### src/rtl/prim_esc_pkg.sv
// Shared types for the escalation sender: FSM state encoding, the differential
// line structs, and the expected receiver response for each checking state.
package prim_esc_pkg;

  typedef enum logic [3:0] {
    Idle,
    PingArm,
    Ping0,
    Ping1,
    Ping2,
    Ping3,
    EscArm,
    EscHi,
    EscLo,
    EscResync
  } esc_state_e;

  typedef struct packed {
    logic esc_p;
    logic esc_n;
  } esc_tx_t;

  typedef struct packed {
    logic resp_p;
    logic resp_n;
  } esc_rx_t;

  // Level the receiver must present on resp_p while the sender sits in state s
  function automatic logic exp_resp(esc_state_e s);
    logic r;
    case (s)
      Ping0, Ping2, EscHi: r = 1'b1;
      default:             r = 1'b0;
    endcase
    return r;
  endfunction

endpackage

### src/rtl/prim_esc_sender.sv
// Escalation sender: differential esc line, ping handshake and response checking.
// Define ESC_SENDER_INTEG_LATCH_EN to make integ_fail_o sticky until reset.
module prim_esc_sender
  import prim_esc_pkg::*;
#(
  parameter int ResyncCycles = 4
) (
  input  logic       clk_i,
  input  logic       rst_ni,
  input  logic       ping_en_i,
  input  logic       esc_en_i,
  input  logic [1:0] esc_rx_i,
  output logic [1:0] esc_tx_o,
  output logic       ping_ok_o,
  output logic       integ_fail_o
);

  localparam int CntW = (ResyncCycles > 2) ? $clog2(ResyncCycles) : 1;
  localparam logic [CntW-1:0] CntMax = CntW'(ResyncCycles - 1);

  esc_state_e     state_q, state_d;
  logic           esc_p_q, ping_en_q;
  logic [CntW-1:0] cnt_q, cnt_d;
  logic           ping_edge, sigint, mismatch;
  logic           ping_ok, integ_det;
  esc_tx_t        esc_tx;
  esc_rx_t        esc_rx;

  assign esc_rx    = esc_rx_i;
  assign esc_tx    = '{esc_p: esc_p_q, esc_n: ~esc_p_q};
  assign esc_tx_o  = esc_tx;
  assign ping_edge = ping_en_i & ~ping_en_q;
  assign sigint    = (esc_rx.resp_p == esc_rx.resp_n);
  assign mismatch  = (esc_rx.resp_p != exp_resp(state_q));

  always_ff @(posedge clk_i) begin
    if (!rst_ni) begin
      state_q   <= Idle;
      esc_p_q   <= 1'b0;
      ping_en_q <= 1'b0;
      cnt_q     <= '0;
    end else begin
      state_q   <= state_d;
      esc_p_q   <= esc_en_i | ping_edge;
      ping_en_q <= ping_en_i;
      cnt_q     <= cnt_d;
    end
  end

  always_comb begin
    state_d   = state_q;
    cnt_d     = '0;
    ping_ok   = 1'b0;
    integ_det = 1'b0;
    case (state_q)
      Idle: begin
        if (esc_rx.resp_p) begin
          integ_det = 1'b1;
        end else if (esc_en_i) begin
          state_d = EscArm;
        end else if (ping_edge) begin
          state_d = PingArm;
        end
      end
      PingArm, Ping0, Ping1, Ping2, Ping3: begin
        // Escalation pre-empts the ping; the receiver may be mid-pattern, so skip the check
        if (esc_en_i) begin
          state_d = EscResync;
        end else if (mismatch) begin
          integ_det = 1'b1;
          state_d   = Idle;
        end else begin
          case (state_q)
            PingArm: state_d = Ping0;
            Ping0:   state_d = Ping1;
            Ping1:   state_d = Ping2;
            Ping2:   state_d = Ping3;
            default: begin
              state_d = Idle;
              ping_ok = 1'b1;
            end
          endcase
        end
      end
      EscArm, EscHi, EscLo: begin
        if (mismatch) begin
          integ_det = 1'b1;
          state_d   = Idle;
        end else if (state_q == EscArm) begin
          state_d = EscHi;
        end else if (!esc_p_q) begin
          state_d = Idle;
        end else begin
          state_d = (state_q == EscHi) ? EscLo : EscHi;
        end
      end
      EscResync: begin
        if (esc_rx.resp_p) begin
          state_d = EscLo;
        end else if (cnt_q == CntMax) begin
          integ_det = 1'b1;
          state_d   = Idle;
        end else begin
          cnt_d = cnt_q + 1'b1;
        end
      end
      default: state_d = Idle;
    endcase
    // A collapsed differential pair overrides everything else
    if (sigint) begin
      integ_det = 1'b1;
      ping_ok   = 1'b0;
      state_d   = Idle;
    end
  end

  assign ping_ok_o = rst_ni & ping_ok;

`ifdef ESC_SENDER_INTEG_LATCH_EN
  logic integ_q;

  always_ff @(posedge clk_i) begin
    if (!rst_ni) begin
      integ_q <= 1'b0;
    end else if (integ_det) begin
      integ_q <= 1'b1;
    end
  end

  assign integ_fail_o = rst_ni & (integ_det | integ_q);
`else
  assign integ_fail_o = rst_ni & integ_det;
`endif

endmodule

### config.mk
export PLATFORM = sky130hd
export DESIGN_NAME = prim_esc_sender
export DESIGN_NICKNAME = d
export VERILOG_FILES = /design/src/rtl/prim_esc_pkg.sv /design/src/rtl/prim_esc_sender.sv
export SDC_FILE = /design/constraint.sdc
export NUM_CORES = 1
export LEC_CHECK = 0
export BUFFER_PORTS_ARGS = -buffer_cell sky130_fd_sc_hd__buf_2
export CAP_MARGIN = 25
export CORE_UTILIZATION = 45
export DETAILED_ROUTE_END_ITERATION = 8
export HOLD_SLACK_MARGIN = 0.06
export MAX_ROUTING_LAYER = met4
export PLACE_DENSITY = 0.75
export SYNTH_ARGS = -nofsm -noshare
export SYNTH_HDL_FRONTEND = slang
export SYNTH_SLANG_ARGS = --single-unit
### constraint.sdc
create_clock -name clk_i -period 1.4 [get_ports clk_i]
set_clock_uncertainty 0.15 [all_clocks]
set_input_delay 0.28 -clock clk_i [delete_from_list [all_inputs] [get_ports clk_i]]
set_output_delay 0.28 -clock clk_i [all_outputs]
set_load 0.05 [all_outputs]
# Yosys cells after proc, flatten, opt, wreduce, memory -nomap -nowiden
# Index checks and enable logic that the tools add are counted.
op_classes:
  eq_ne: 15
  bitwise: 8
  mux: 26
  add_sub_neg: 1
  n_reduce_logical: 8
ops:
  columns: ["op", "count"]
  rows:
  - ["4-bit two-way mux", 10]
  - ["4-bit by 3-bit == test with 1-bit output (second input constant)", 4]
  - ["4-bit one-hot mux with 4 select lines", 1]
  - ["1-bit two-way mux", 12]
  - ["3-bit one-hot mux with 4 select lines", 1]
  - ["4-bit by 2-bit == test with 1-bit output (second input constant)", 2]
  - ["4-bit == test (second input constant)", 2]
  - ["4-bit OR reduction", 2]
  - ["3-bit inequality test (second input constant)", 2]
  - ["3-bit OR reduction", 2]
  - ["5-bit OR reduction", 1]
  - ["4-bit by 1-bit == test with 1-bit output (second input constant)", 1]
  - ["4-bit logical NOT", 1]
  - ["1-bit inverter", 4]
  - ["1-bit one-hot mux with 4 select lines", 1]
  - ["1-bit bitwise AND", 3]
  - ["3-bit two-way mux", 1]
  - ["3-bit AND reduction", 1]
  - ["2-bit by 1-bit adder with 2-bit output (second input constant)", 1]
  - ["2-bit == test (second input constant)", 1]
  - ["2-bit inequality test (second input constant)", 1]
  - ["2-bit OR reduction", 1]
  - ["1-bit == test", 1]
  - ["1-bit inequality test", 1]
  - ["1-bit bitwise OR", 1]
word_totals:
  register_bits: 8
  output_inout_bits: 4
  input_bits: 6
  word_cells: 62

# Logic depth before layout (Yosys ltp)
# Gate-level depths: netlist (run 1).
logic_depth:
  depth_word: 9
  mapped_depth: 5
  mapped_depth_nobuf: 5

# Least setup slack after synthesis (run 1)
# OpenSTA, ideal clock, no wires.
synth_path:
  path_type: "reg2out"
  startpoint: "register state_q[0]"
  endpoint: "output integ_fail_o"
  stages_incl_launch_ff: 6
  required_ps: 970
  slack_ps: -975
  n_path_buf: 1
  t_arrival_ps: 1945
  cell_sequence: "dfxtp_1 > buf_2 > xnor2_1 > nor2_1 > a31oi_1 > o31ai_1"
synth_between:
  elab_chain_cells: 9
  elab_cells_between_ends: 20
  cone_classes: "10 x eq/ne; 5 x mux; 1 x bitwise; 4 x reduce/logical"
synth_lines:
  columns: ["element", "line", "source"]
  rows:
  - ["from (decl)", "prim_esc_sender.sv:21", "esc_state_e state_q, state_d;"]
  - ["from (signal assigned)", "prim_esc_sender.sv:38", "state_q <= Idle;"]
  - ["from (signal assigned)", "prim_esc_sender.sv:43", "state_q <= state_d;"]
  - ["4-bit by 3-bit == test with 1-bit output / 4-bit by 2-bit == test with 1-bit output (equally long branches)", "prim_esc_pkg.sv:31, prim_esc_sender.sv:55", null]
  - ["3-bit OR reduction", "prim_esc_pkg.sv:31", "case (s)"]
  - ["1-bit two-way mux", "prim_esc_pkg.sv:31", null]
  - ["1-bit inequality test", "prim_esc_sender.sv:34", "assign mismatch = (esc_rx.resp_p != exp_resp(state_q));"]
  - ["1-bit two-way mux", "prim_esc_sender.sv:69, prim_esc_sender.sv:86", null]
  - ["1-bit two-way mux", "prim_esc_sender.sv:67", "if (esc_en_i) begin"]
  - ["1-bit one-hot mux with 4 select lines (*)", "prim_esc_sender.sv:55", "case (state_q)"]
  - ["1-bit two-way mux (*)", "prim_esc_sender.sv:110", "if (sigint) begin"]
  - ["1-bit bitwise AND (*)", "prim_esc_sender.sv:132", "assign integ_fail_o = rst_ni & integ_det;"]
  - ["to (decl)", "prim_esc_sender.sv:15", "output logic integ_fail_o"]
# Every way passes the cells marked *; elsewhere a longest branch is shown, timed or not.

# Worst setup path in the final report (run 1)
layout_path:
  startpoint: "register state_q[1]"
  endpoint: "output ping_ok_o"
layout_between:
  elab_chain_cells: 9
  elab_cells_between_ends: 17
  cone_classes: "7 x eq/ne; 6 x mux; 1 x bitwise; 3 x reduce/logical"
layout_lines:
  columns: ["element", "line", "source"]
  rows:
  - ["4-bit by 3-bit == test with 1-bit output (tied with other cells)", "prim_esc_pkg.sv:31", null]
  - ["3-bit OR reduction", "prim_esc_pkg.sv:31", null]
  - ["1-bit two-way mux", "prim_esc_pkg.sv:31", null]
  - ["1-bit inequality test", "prim_esc_sender.sv:34", null]
  - ["1-bit two-way mux", "prim_esc_sender.sv:69", "end else if (mismatch) begin"]
  - ["1-bit two-way mux", "prim_esc_sender.sv:67", null]
  - ["1-bit two-way mux (*)", "prim_esc_sender.sv:55", null]
  - ["1-bit two-way mux (*)", "prim_esc_sender.sv:110", null]
  - ["1-bit bitwise AND (*)", "prim_esc_sender.sv:117", "assign ping_ok_o = rst_ni & ping_ok;"]
  - ["to (decl)", "prim_esc_sender.sv:14", "output logic ping_ok_o,"]
# Marks and branches as above.

==> impl_metrics.env, run 1 <==
export IMPL_status="complete, but fails checks"
export IMPL_violations="setup timing"
export IMPL_drive_gt1_share_pct=55.5
export IMPL_hold_viol_final=0
export IMPL_dieArea_um2=1560
export IMPL_comb_power_share_pct=38.9
export IMPL_synthCells=81
export IMPL_cp_end_kind="primary output"
export IMPL_num_nets_final=119
export IMPL_critPathKind="reg2out"
export IMPL_relSlewSlack_pct=69.8
export IMPL_cts_buffers=3
export IMPL_post_place_cells=117
export IMPL_postRouteAntennaNets=0
export IMPL_n_antenna_cell=0
export IMPL_timing_rr_end="state_q[1]$_SDFFE_PP0P_"
export IMPL_cts_tree="yes"
export IMPL_dp_hpwl_um=1210
export IMPL_crit_required_ps=970
export IMPL_firstDrtPassIters=4
export IMPL_clk_pin_slew_ps=50
export IMPL_hp_start="ping_en_i"
export IMPL_p_switching_uw=229
export IMPL_worstPathMaxFanout=8
export IMPL_cap_violations=0
export IMPL_initial_core_util_pct=48.7
export IMPL_finalMaxSlewViolations=0
export IMPL_insertion_delay_ps=250
export IMPL_switching_share_pct=33.5
export IMPL_synth_nets=88
export IMPL_cts_root_buf="clkbuf_4"
export IMPL_remaining_drc_errors=0
export IMPL_min_period_ps=1920
export IMPL_cts_num_sinks=8
export IMPL_worstHoldPathCells=2
export IMPL_critical_path_arrival_ps=1490
export IMPL_worst_pin_slew_ps=453
export IMPL_synth_seq_cells=8
export IMPL_gp_congestion=0.905
export IMPL_rrSetupSlack_ps=-220
export IMPL_rows=13
export IMPL_pre_cts_ws_ps=-421
export IMPL_chipHeight_um=39.5
export IMPL_fin_ws_ps=-523
export IMPL_instances_no_fill=125
export IMPL_syn_avg_cell_area_um2=7.83
export IMPL_reg2reg_depth=5
export IMPL_p_int_uw=455
export IMPL_fmax_mhz=520
export IMPL_cts_buffer_depth=2
export IMPL_first_iter_violations=16
export IMPL_hold_buffers=0
export IMPL_vdd_drop_max_uv=594
export IMPL_setup_viol=8
export IMPL_ys_types=34
export IMPL_seqPwrFrac_pct=36.4
export IMPL_fp_coreArea_um2=1300
export IMPL_wl_per_cell_um=15.2
export IMPL_ys_seq_area_share_pct=25.2
export IMPL_grt_max_degree=9
export IMPL_die_width_um=39.5
export IMPL_antenna_found_initial=0
export IMPL_powerDensity_nw_per_um2=686
export IMPL_via_count=730
export IMPL_ys_warn_count=0
export IMPL_grt_usage_pct=26.5
export IMPL_startpoint_type="register"
export IMPL_rsz0062_at_grt="true"
export IMPL_netlist_area_um2=634
export IMPL_syn2layout_area_growth_pct=57.2
export IMPL_grt_overflow_total=0
export IMPL_h_tree_depth=1
export IMPL_grt_pass1_wl_um=2640
export IMPL_holdCritPathClass="in2reg"
export IMPL_vias_per_cell=5.84
export IMPL_grt_pass1_vias=625
export IMPL_ioPinCount=10
export IMPL_reg2reg_from="state_q[2]$_SDFFE_PP0P_"
export IMPL_hold_end="ping_en_q$_SDFF_PN0_"
export IMPL_fillerInstances=89
export IMPL_fin_crit_sh_pct=137
export IMPL_clock_power_share_pct=24.8
export IMPL_p_leak_nw=0.391
export IMPL_wirelength_um=1900
export IMPL_port_buffers=9
==> placed cells by master (no fill, tap or decap), drive strengths merged <==
cell / n
o221ai: 1
nor3: 3
and3b: 1
clkbuf: 3
o31ai: 2
nand2b: 4
nand2: 7
inv: 4
o311ai: 1
buf: 32
xor2: 1
o21ai: 7
nand3: 3
or3: 2
a22oi: 1
a31oi: 3
ha: 1
a211oi: 1
o2bb2ai: 1
nor3b: 1
and2: 1
nand4bb: 1
o32ai: 1
a211o: 1
and3: 1
nor2: 7
a21oi: 6
clkinvlp: 1
dfxtp: 8
o21bai: 1
xnor2: 2
nor2b: 1
==> cells by family (layout without fill, tap and decap cells) <==
kind of cell	after synthesis	count (layout)	synth area share, %
fa+ha+maj	1	1	1.97
simple gates	32	32	27.8
xor+xnor	3	3	4.14
compound gates	26	26	30.8
flops	8	8	25.2
buf+inv	11	40	10.1
==> repair_timing <==
item	4_1_cts	5_1_grt
pin swaps	7	4
setup buffers	4	1
endpoints found under the setup margin	8	8
gates resized for setup	18	7
gates cloned	0	0
==> sequential cells by signal, summed over array words and instances, names as in the netlist <==
register / count
cnt_q: 2
state_q: 4
ping_en_q: 1
esc_p_q: 1
==> worst max-delay path by stage <==
stage                             from           end  depth (start not counted)
6_report       state_q[1]$_SDFFE_PP0P_     ping_ok_o                          7
3_5_place_dp                  esc_en_i     ping_ok_o                          6
5_1_grt        state_q[1]$_SDFFE_PP0P_     ping_ok_o                          7
4_1_cts        state_q[2]$_SDFFE_PP0P_     ping_ok_o                          5
3_3_place_gp   state_q[1]$_SDFFE_PP0P_     ping_ok_o                          5
2_1_floorplan  state_q[0]$_SDFFE_PP0P_  integ_fail_o                          4
==> synthesized netlist by cell type <==
master | instances | area share [%]
o311ai_4 | 1 | 4.1
and2_1 | 1 | 0.99
o32ai_1 | 1 | 1.4
o21bai_2 | 1 | 1.8
and3_1 | 1 | 0.99
and3b_1 | 1 | 1.4
dfxtp_1 | 8 | 25
buf_2 | 3 | 2.4
a211oi_2 | 1 | 2.0
buf_4 | 1 | 1.2
inv_1 | 5 | 3.0
nand2_1 | 7 | 4.1
o221ai_1 | 1 | 1.4
or3_4 | 2 | 3.6
a21oi_2 | 1 | 1.4
a22oi_1 | 1 | 1.2
xnor2_1 | 2 | 2.8
nand3_1 | 3 | 2.4
xor2_1 | 1 | 1.4
nor2_1 | 7 | 4.1
o2bb2ai_1 | 1 | 1.4
o21ai_1 | 1 | 0.79
nand2b_1 | 4 | 3.9
o21ai_0 | 6 | 4.7
nand4bb_1 | 1 | 1.8
nor2b_1 | 1 | 0.99
buf_6 | 2 | 3.6
a31oi_1 | 3 | 3.0
a211o_1 | 1 | 1.4
nor3_1 | 3 | 2.4
a21oi_1 | 5 | 3.9
o31ai_1 | 2 | 2.4
nor3b_1 | 1 | 1.2
ha_1 | 1 | 2.0
==> through the flow <==
step / TNS, ps / cell area, um2 / hold WS (ps) / util, % / total power [mW]
3_3_place_gp: -1390 / 837 / 264 / 64.3 / 0.463
5_1_grt: -2040 / 997 / 96.9 / 76.6 / 0.715
3_5_place_dp: -1510 / 837 / 268 / 64.3 / 0.467
2_1_floorplan: -572 / 692 / 252 / - / 0.402
4_1_cts: -1730 / 957 / 101 / 73.6 / 0.668
6_report: -1760 / 997 / 106 / 76.6 / 0.684
==> power by group through the flow <==
stage	registers [mW]	clock network (mW)	logic, mW
3_3_place_gp	0.256	0	0.207
5_1_grt	0.249	0.183	0.284
3_5_place_dp	0.257	0	0.210
2_1_floorplan	0.250	0	0.151
4_1_cts	0.247	0.173	0.248
6_report	0.249	0.169	0.266
==> layout make-up <==
class	instances	area (um2)	share of cell area (%)
Sequential cell	8	173	17.3
Timing Repair Buffer	32	238	23.8
Clock buffer	3	22.5	2.26
Multi-Input combinational cell	62	523	52.4
Tap cell	15	18.8	1.88
Inverter	5	22.5	2.26
==> critical path: stages (launching register included) <==
cell	delay, ps
dfxtp_4	370
buf_4	140
buf_4	140
o21ai_2	160
nand2_2	80
o21ai_2	170
nor2_4	40
buf_6	140
==> metal layers <==
layer	up-vias	track usage [%]	wire, um
met3	8	4.55	76
li1	350	-	-
met1	343	30.9	771
met2	29	41.0	966
met5	-	-	0
met4	0	18.1	84
No activity file was read; power rests on OpenSTA's default activity.
==> inputs of run 2 (changes only) <==
- CELL_PAD_IN_SITES_DETAIL_PLACEMENT: default -> 0
- CELL_PAD_IN_SITES_GLOBAL_PLACEMENT: default -> 2
- CORE_UTILIZATION: 45 -> 28
- PLACE_DENSITY: 0.75 -> 0.79
==> run 2 against run 1 <==
Compared with the run above: routed wire length grew 2.7%; setup slack lost 50 ps; clock power grew 13%; clock-buffer cell count is the same; largest cell class unchanged; cell count grew 12%; via count shrank 2.5%; core utilization shrank 23 points; flip-flop and latch count is the same; critical endpoint is now integ_fail_o; the flow still finishes with violations (setup timing); sequential share of layout area shrank 1.5 points; non-clock buffer count grew 3; combinational power grew 7%; worst hold slack lost 11 ps.
==> impl_metrics.env, run 2 (same netlist as run 1, synthesis figures left out) <==
export IMPL_status="complete, but fails checks"
export IMPL_violations="setup timing"
export IMPL_remaining_drc_errors=0
export IMPL_crit_family="flip-flops"
export IMPL_reg2reg_from="state_q[1]$_SDFFE_PP0P_"
export IMPL_wl_per_cell_um=13.9
export IMPL_critPathKind="reg2out"
export IMPL_powerDensity_nw_per_um2=667
export IMPL_setup_viol=8
export IMPL_first_iter_violations=15
export IMPL_dieArea_um2=2460
export IMPL_grt_pass1_wl_um=3150
export IMPL_p_int_uw=471
export IMPL_dp_hpwl_um=1320
export IMPL_ioPinCount=10
export IMPL_reg2reg_depth=5
export IMPL_rows=16
export IMPL_cts_buffer_depth=2
export IMPL_cp_end_kind="primary output"
export IMPL_num_nets_final=122
export IMPL_grt_overflow_total=0
export IMPL_chipHeight_um=49.6
export IMPL_die_width_um=49.6
export IMPL_holdCritPathClass="in2reg"
export IMPL_cts_root_buf="clkbuf_4"
export IMPL_worstHoldPathCells=2
export IMPL_use_met2_pct=29.1
export IMPL_cap_violations=0
export IMPL_hold_end="ping_en_q$_SDFF_PN0_"
export IMPL_vias_per_cell=5.09
export IMPL_p_leak_nw=0.418
export IMPL_cts_num_sinks=8
export IMPL_grt_pass1_vias=691
export IMPL_largest_register_ffs=4
export IMPL_n_antenna_cell=0
export IMPL_finalMaxSlewViolations=0
export IMPL_final_cell_mix="buf_4, buf_6, buf_2, nand2_1"
export IMPL_busiest_layer="met2"
export IMPL_grt_usage_pct=17.4
export IMPL_worstPathMaxFanout=10
export IMPL_slowest_stage="dfxtp_4"
export IMPL_initial_core_util_pct=31.1
export IMPL_worst_pin_slew_ps=425
export IMPL_rsz0062_at_grt="true"
export IMPL_h_tree_depth=1
export IMPL_timing_rr_end="state_q[1]$_SDFFE_PP0P_"
export IMPL_startpoint_type="register"
export IMPL_via_count=712
export IMPL_use_met3_pct=2.16
export IMPL_drive_gt1_share_pct=61.1
export IMPL_vdd_drop_max_uv=300
export IMPL_startpoint="state_q[0]$_SDFFE_PP0P_"
export IMPL_fillerInstances=195
export IMPL_critPathBufInv=1
export IMPL_gp_congestion=0.761
export IMPL_postRouteAntennaNets=0
export IMPL_critical_path_max_stage_delay_ps=400
export IMPL_final_util_pct=53.5
export IMPL_port_buffers=9
export IMPL_worstPathCellList="xnor2_2 > a31oi_4 > o31ai_4 > buf_6"
export IMPL_critical_path_arrival_ps=1540
export IMPL_fin_crit_sh_pct=141
export IMPL_holdWs_ps=94.5
export IMPL_firstDrtPassIters=4
export IMPL_hold_viol_final=0
export IMPL_antenna_found_initial=0
export IMPL_hold_buffers=0
export IMPL_min_period_ps=1970
export IMPL_switching_share_pct=35.3
export IMPL_grt_max_degree=11
export IMPL_gr_usage_met1_pct=20.5
export IMPL_fmax_mhz=507
export IMPL_relSlewSlack_pct=71.7
export IMPL_clk_pin_slew_ps=60
export IMPL_fin_ws_ps=-573
export IMPL_cts_buffers=3
export IMPL_seqPwrFrac_pct=34.7
export IMPL_cts_tree="yes"
export IMPL_comb_power_share_pct=39.1
export IMPL_reg_top3="state_q (4), cnt_q (2)"
export IMPL_mostFrequentLayoutCell="buf_4"
export IMPL_fp_coreArea_um2=2040
export IMPL_crit_required_ps=970
export IMPL_syn2layout_area_growth_pct=72.2
export IMPL_hp_start="ping_en_i"
export IMPL_regMostFlops="state_q"
export IMPL_wirelength_um=1950
export IMPL_p_switching_uw=257
export IMPL_insertion_delay_ps=260
export IMPL_clock_power_share_pct=26.2
export IMPL_rrSetupSlack_ps=-250
## run 2: changes by cell type in the layout (fill, tap and decap cells not counted), sizes merged
| cell | change |
|---|---|
| buf | +3 |
## run 2: stage by stage
stage	worst slack [ps]	cells	cell area [um2]	TNS [ps]	total power, mW
6_report	-573	140	1090	-1850	0.728
3_3_place_gp	-486	130	860	-1680	0.470
5_1_grt	-627	140	1090	-2230	0.763
3_5_place_dp	-483	130	860	-1840	0.471
4_1_cts	-633	138	1020	-1920	0.704
2_1_floorplan	-309	81	692	-572	0.402
## run 2: cell type report
type | instances | area (um2) | share of cell area (%)
well taps | 27 | 33.8 | 3.09
repair buffers | 35 | 275 | 25.2
inverters | 5 | 22.5 | 2.06
clock buffers | 3 | 22.5 | 2.06
multi-input cells | 62 | 566 | 51.8
flip-flops and latches | 8 | 173 | 15.8
## run 2: timing repair
item / 4_1_cts / 5_1_grt
gates cloned: 0 / 0
hold endpoints to repair: 0 / 0
resized for setup: 23 / 13
pin swaps: 7 / 3
setup buffers: 5 / 2
endpoints found under the setup margin: 8 / 8
## run 2: worst reg2reg max path, cell delays in order, from the launching register on
cell and delay [ps]:
dfxtp_4 370, buf_6 120, or3_4 390, buf_6 140
o311ai_4 300, a21oi_1 70
## run 2: how the worst max path moves through the flow
stage | to | slack, ps | depth (start not counted)
after global placement | ping_ok_o | -490 | 5
after detailed placement | ping_ok_o | -480 | 5
final | integ_fail_o | -570 | 4
after floorplan | integ_fail_o | -310 | 4
after CTS | ping_ok_o | -630 | 5
after global routing | ping_ok_o | -630 | 5
## run 2: per-layer routing
layer	up-vias	wire, um	part of all wire [%]
met1	346	846	43
li1	356	-	-
met5	-	0	0
met4	0	17	0.87
met3	2	33	1.7
met2	8	1050	54
## run 2: power groups by stage
stage / clock, mW / sequential (mW) / combinational [mW]
after floorplan: 0 / 0.250 / 0.151
after global placement: 0 / 0.258 / 0.212
after detailed placement: 0 / 0.258 / 0.213
after CTS: 0.195 / 0.250 / 0.258
after global routing: 0.203 / 0.254 / 0.306
final: 0.191 / 0.253 / 0.285
==> inputs of run 3 (changes only) <==
- RECOVER_POWER: default -> 100
==> run 3 against run 2 <==
Compared with the run above: the run still ends with setup timing left; register-to-register slack barely moved; die area stayed put; clock power about the same; flip-flop and latch count is the same; sequential share of layout area did not move; global-route usage is the same; via count decreased by 0.14%; clock-buffer cell count did not move; critical path depth unchanged; first-iteration DRC count did not move.
==> impl_metrics.env, run 3 (same netlist as run 1, synthesis figures left out) <==
export IMPL_grt_pass1_wl_um=3150
export IMPL_reg_top3="state_q (4), cnt_q (2)"
export IMPL_remaining_drc_errors=0
export IMPL_cp_end_kind="primary output"
export IMPL_rows=16
export IMPL_critPathKind="reg2out"
export IMPL_setup_viol=8
export IMPL_grt_pass1_vias=691
export IMPL_min_period_ps=1970
export IMPL_relSlewSlack_pct=71.7
export IMPL_reg2reg_depth=5
export IMPL_cts_tree="yes"
export IMPL_comb_power_share_pct=39.1
export IMPL_rsz0062_at_grt="true"
export IMPL_critPathBufInv=1
export IMPL_rrSetupSlack_ps=-250
export IMPL_firstDrtPassIters=4
export IMPL_cts_buffer_depth=2
export IMPL_antenna_found_initial=0
export IMPL_insertion_delay_ps=260
export IMPL_slowest_stage="dfxtp_4"
export IMPL_drive_gt1_share_pct=61.1
export IMPL_holdWs_ps=94.7
export IMPL_holdCritPathClass="in2reg"
export IMPL_worstPathMaxFanout=10
export IMPL_startpoint="state_q[0]$_SDFFE_PP0P_"
export IMPL_chipHeight_um=49.6
export IMPL_reg2reg_from="state_q[1]$_SDFFE_PP0P_"
export IMPL_cts_num_sinks=8
export IMPL_cts_buffers=3
export IMPL_gp_congestion=0.761
export IMPL_clock_power_share_pct=26.2
export IMPL_fin_ws_ps=-573
export IMPL_powerDensity_nw_per_um2=666
export IMPL_design_area_um2=1090
export IMPL_violations="setup timing"
export IMPL_switching_share_pct=35.3
export IMPL_fp_coreArea_um2=2040
export IMPL_wl_per_cell_um=13.9
export IMPL_p_int_uw=471
export IMPL_postRouteAntennaNets=0
export IMPL_initial_core_util_pct=31.1
export IMPL_first_iter_violations=15
export IMPL_via_count=711
export IMPL_hold_buffers=0
export IMPL_h_tree_depth=1
export IMPL_cap_violations=0
export IMPL_die_width_um=49.6
export IMPL_wirelength_um=1950
export IMPL_cts_root_buf="clkbuf_4"
export IMPL_syn2layout_area_growth_pct=72.2
export IMPL_ioPinCount=10
export IMPL_post_dp_cell_area_um2=860
export IMPL_startpoint_type="register"
export IMPL_crit_end="integ_fail_o"
export IMPL_fin_crit_sh_pct=141
export IMPL_largest_register_ffs=4
export IMPL_p_switching_uw=257
export IMPL_final_cell_mix="buf_4, buf_6, buf_2, nand2_1"
export IMPL_crit_family="flip-flops"
export IMPL_grt_max_degree=11
export IMPL_vias_per_cell=5.08
export IMPL_grt_overflow_total=0
export IMPL_seqPwrFrac_pct=34.7
export IMPL_vdd_drop_max_uv=300
export IMPL_p_leak_nw=0.418
export IMPL_critical_path_max_stage_delay_ps=400
export IMPL_worstHoldPathCells=2
export IMPL_worstPathCellList="xnor2_2 > a31oi_4 > o31ai_4 > buf_6"
export IMPL_dp_hpwl_um=1320
export IMPL_critical_path_arrival_ps=1540
export IMPL_hold_viol_final=0
export IMPL_clk_pin_slew_ps=60
export IMPL_dieArea_um2=2460
export IMPL_crit_required_ps=970
export IMPL_n_antenna_cell=0
export IMPL_timing_rr_end="state_q[1]$_SDFFE_PP0P_"
export IMPL_num_nets_final=122
export IMPL_port_buffers=9
export IMPL_regMostFlops="state_q"
export IMPL_status="complete, but fails checks"
export IMPL_fmax_mhz=507
export IMPL_finalMaxSlewViolations=0
export IMPL_worst_pin_slew_ps=425
export IMPL_grt_usage_pct=17.4
export IMPL_path_depth=4
export IMPL_mostFrequentLayoutCell="buf_4"
==> run 3: cell types whose count changed in the layout (fill, tap and decap cells not counted), sizes merged <==
| cell | before | now |
|---|---|---|
| clkbuf | 3 | 4 |
| buf | 35 | 34 |
==> run 3: worst min-delay path by stage <==
| stage | endpoint | slack, ps | from |
|---|---|---|---|
| global route | ping_en_q$_SDFF_PN0_ | 90 | ping_en_i |
| detailed placement | cnt_q[0]$_SDFF_PP0_ | 300 | cnt_q[0]$_SDFF_PP0_ |
| floorplan | ping_en_q$_SDFF_PN0_ | 250 | ping_en_i |
| CTS | ping_en_q$_SDFF_PN0_ | 90 | ping_en_i |
| finish | ping_en_q$_SDFF_PN0_ | 90 | ping_en_i |
| global placement | cnt_q[0]$_SDFF_PP0_ | 270 | cnt_q[0]$_SDFF_PP0_ |
==> run 3: cell type report <==
| cell class | instances | area (um2) |
|---|---|---|
| clock buffers | 3 | 22.5 |
| flip-flops and latches | 8 | 173 |
| inverters | 5 | 22.5 |
| repair buffers | 35 | 275 |
| multi-input cells | 62 | 566 |
| well taps | 27 | 33.8 |
| fillers | 195 | 950 |
==> run 3: power groups by stage <==
stage | logic, mW | registers, mW | clock network [mW]
final | 0.285 | 0.253 | 0.191
after CTS | 0.258 | 0.250 | 0.195
after global placement | 0.212 | 0.258 | 0
after detailed placement | 0.213 | 0.258 | 0
after floorplan | 0.151 | 0.250 | 0
after global routing | 0.306 | 0.254 | 0.203
==> run 3: worst register-to-register path: cells and delay by family, from the launching register on <==
family / cells / cell delay (ps)
buffers and inverters: 2 / 260
flip-flops: 1 / 370
AO/OA/AOI/OAI: 2 / 370
AND/OR/NAND/NOR: 1 / 390
==> run 3: repair_timing <==
action / 4_1_cts / 5_1_grt
cloned: 0 / 0
pin swaps: 7 / 3
resized for setup: 23 / 13
setup buffers: 5 / 2
endpoints found under the setup margin: 8 / 8
==> run 3: layer usage <==
metal  up-vias  global-route usage [%]  share of wire (%)  wire length, um
met1       345                    20.5                 43              847
met4         0                    8.57               0.87               17
met3         2                    2.16                1.7               33
li1        356                       -                  -                -
met5         -                       -                  0                0
met2         8                    29.1                 54             1050
==> run 3: metrics by stage <==
| step | total power [mW] | setup TNS [ps] | util (%) | cells | worst slack [ps] |
|---|---|---|---|---|---|
| floorplan | 0.402 | -572 | - | 81 | -309 |
| global placement | 0.470 | -1680 | 42.1 | 130 | -486 |
| detailed placement | 0.471 | -1840 | 42.1 | 130 | -483 |
| CTS | 0.704 | -1920 | 49.8 | 138 | -633 |
| global route | 0.763 | -2230 | 53.5 | 140 | -627 |
| finish | 0.728 | -1850 | 53.5 | 140 | -573 |
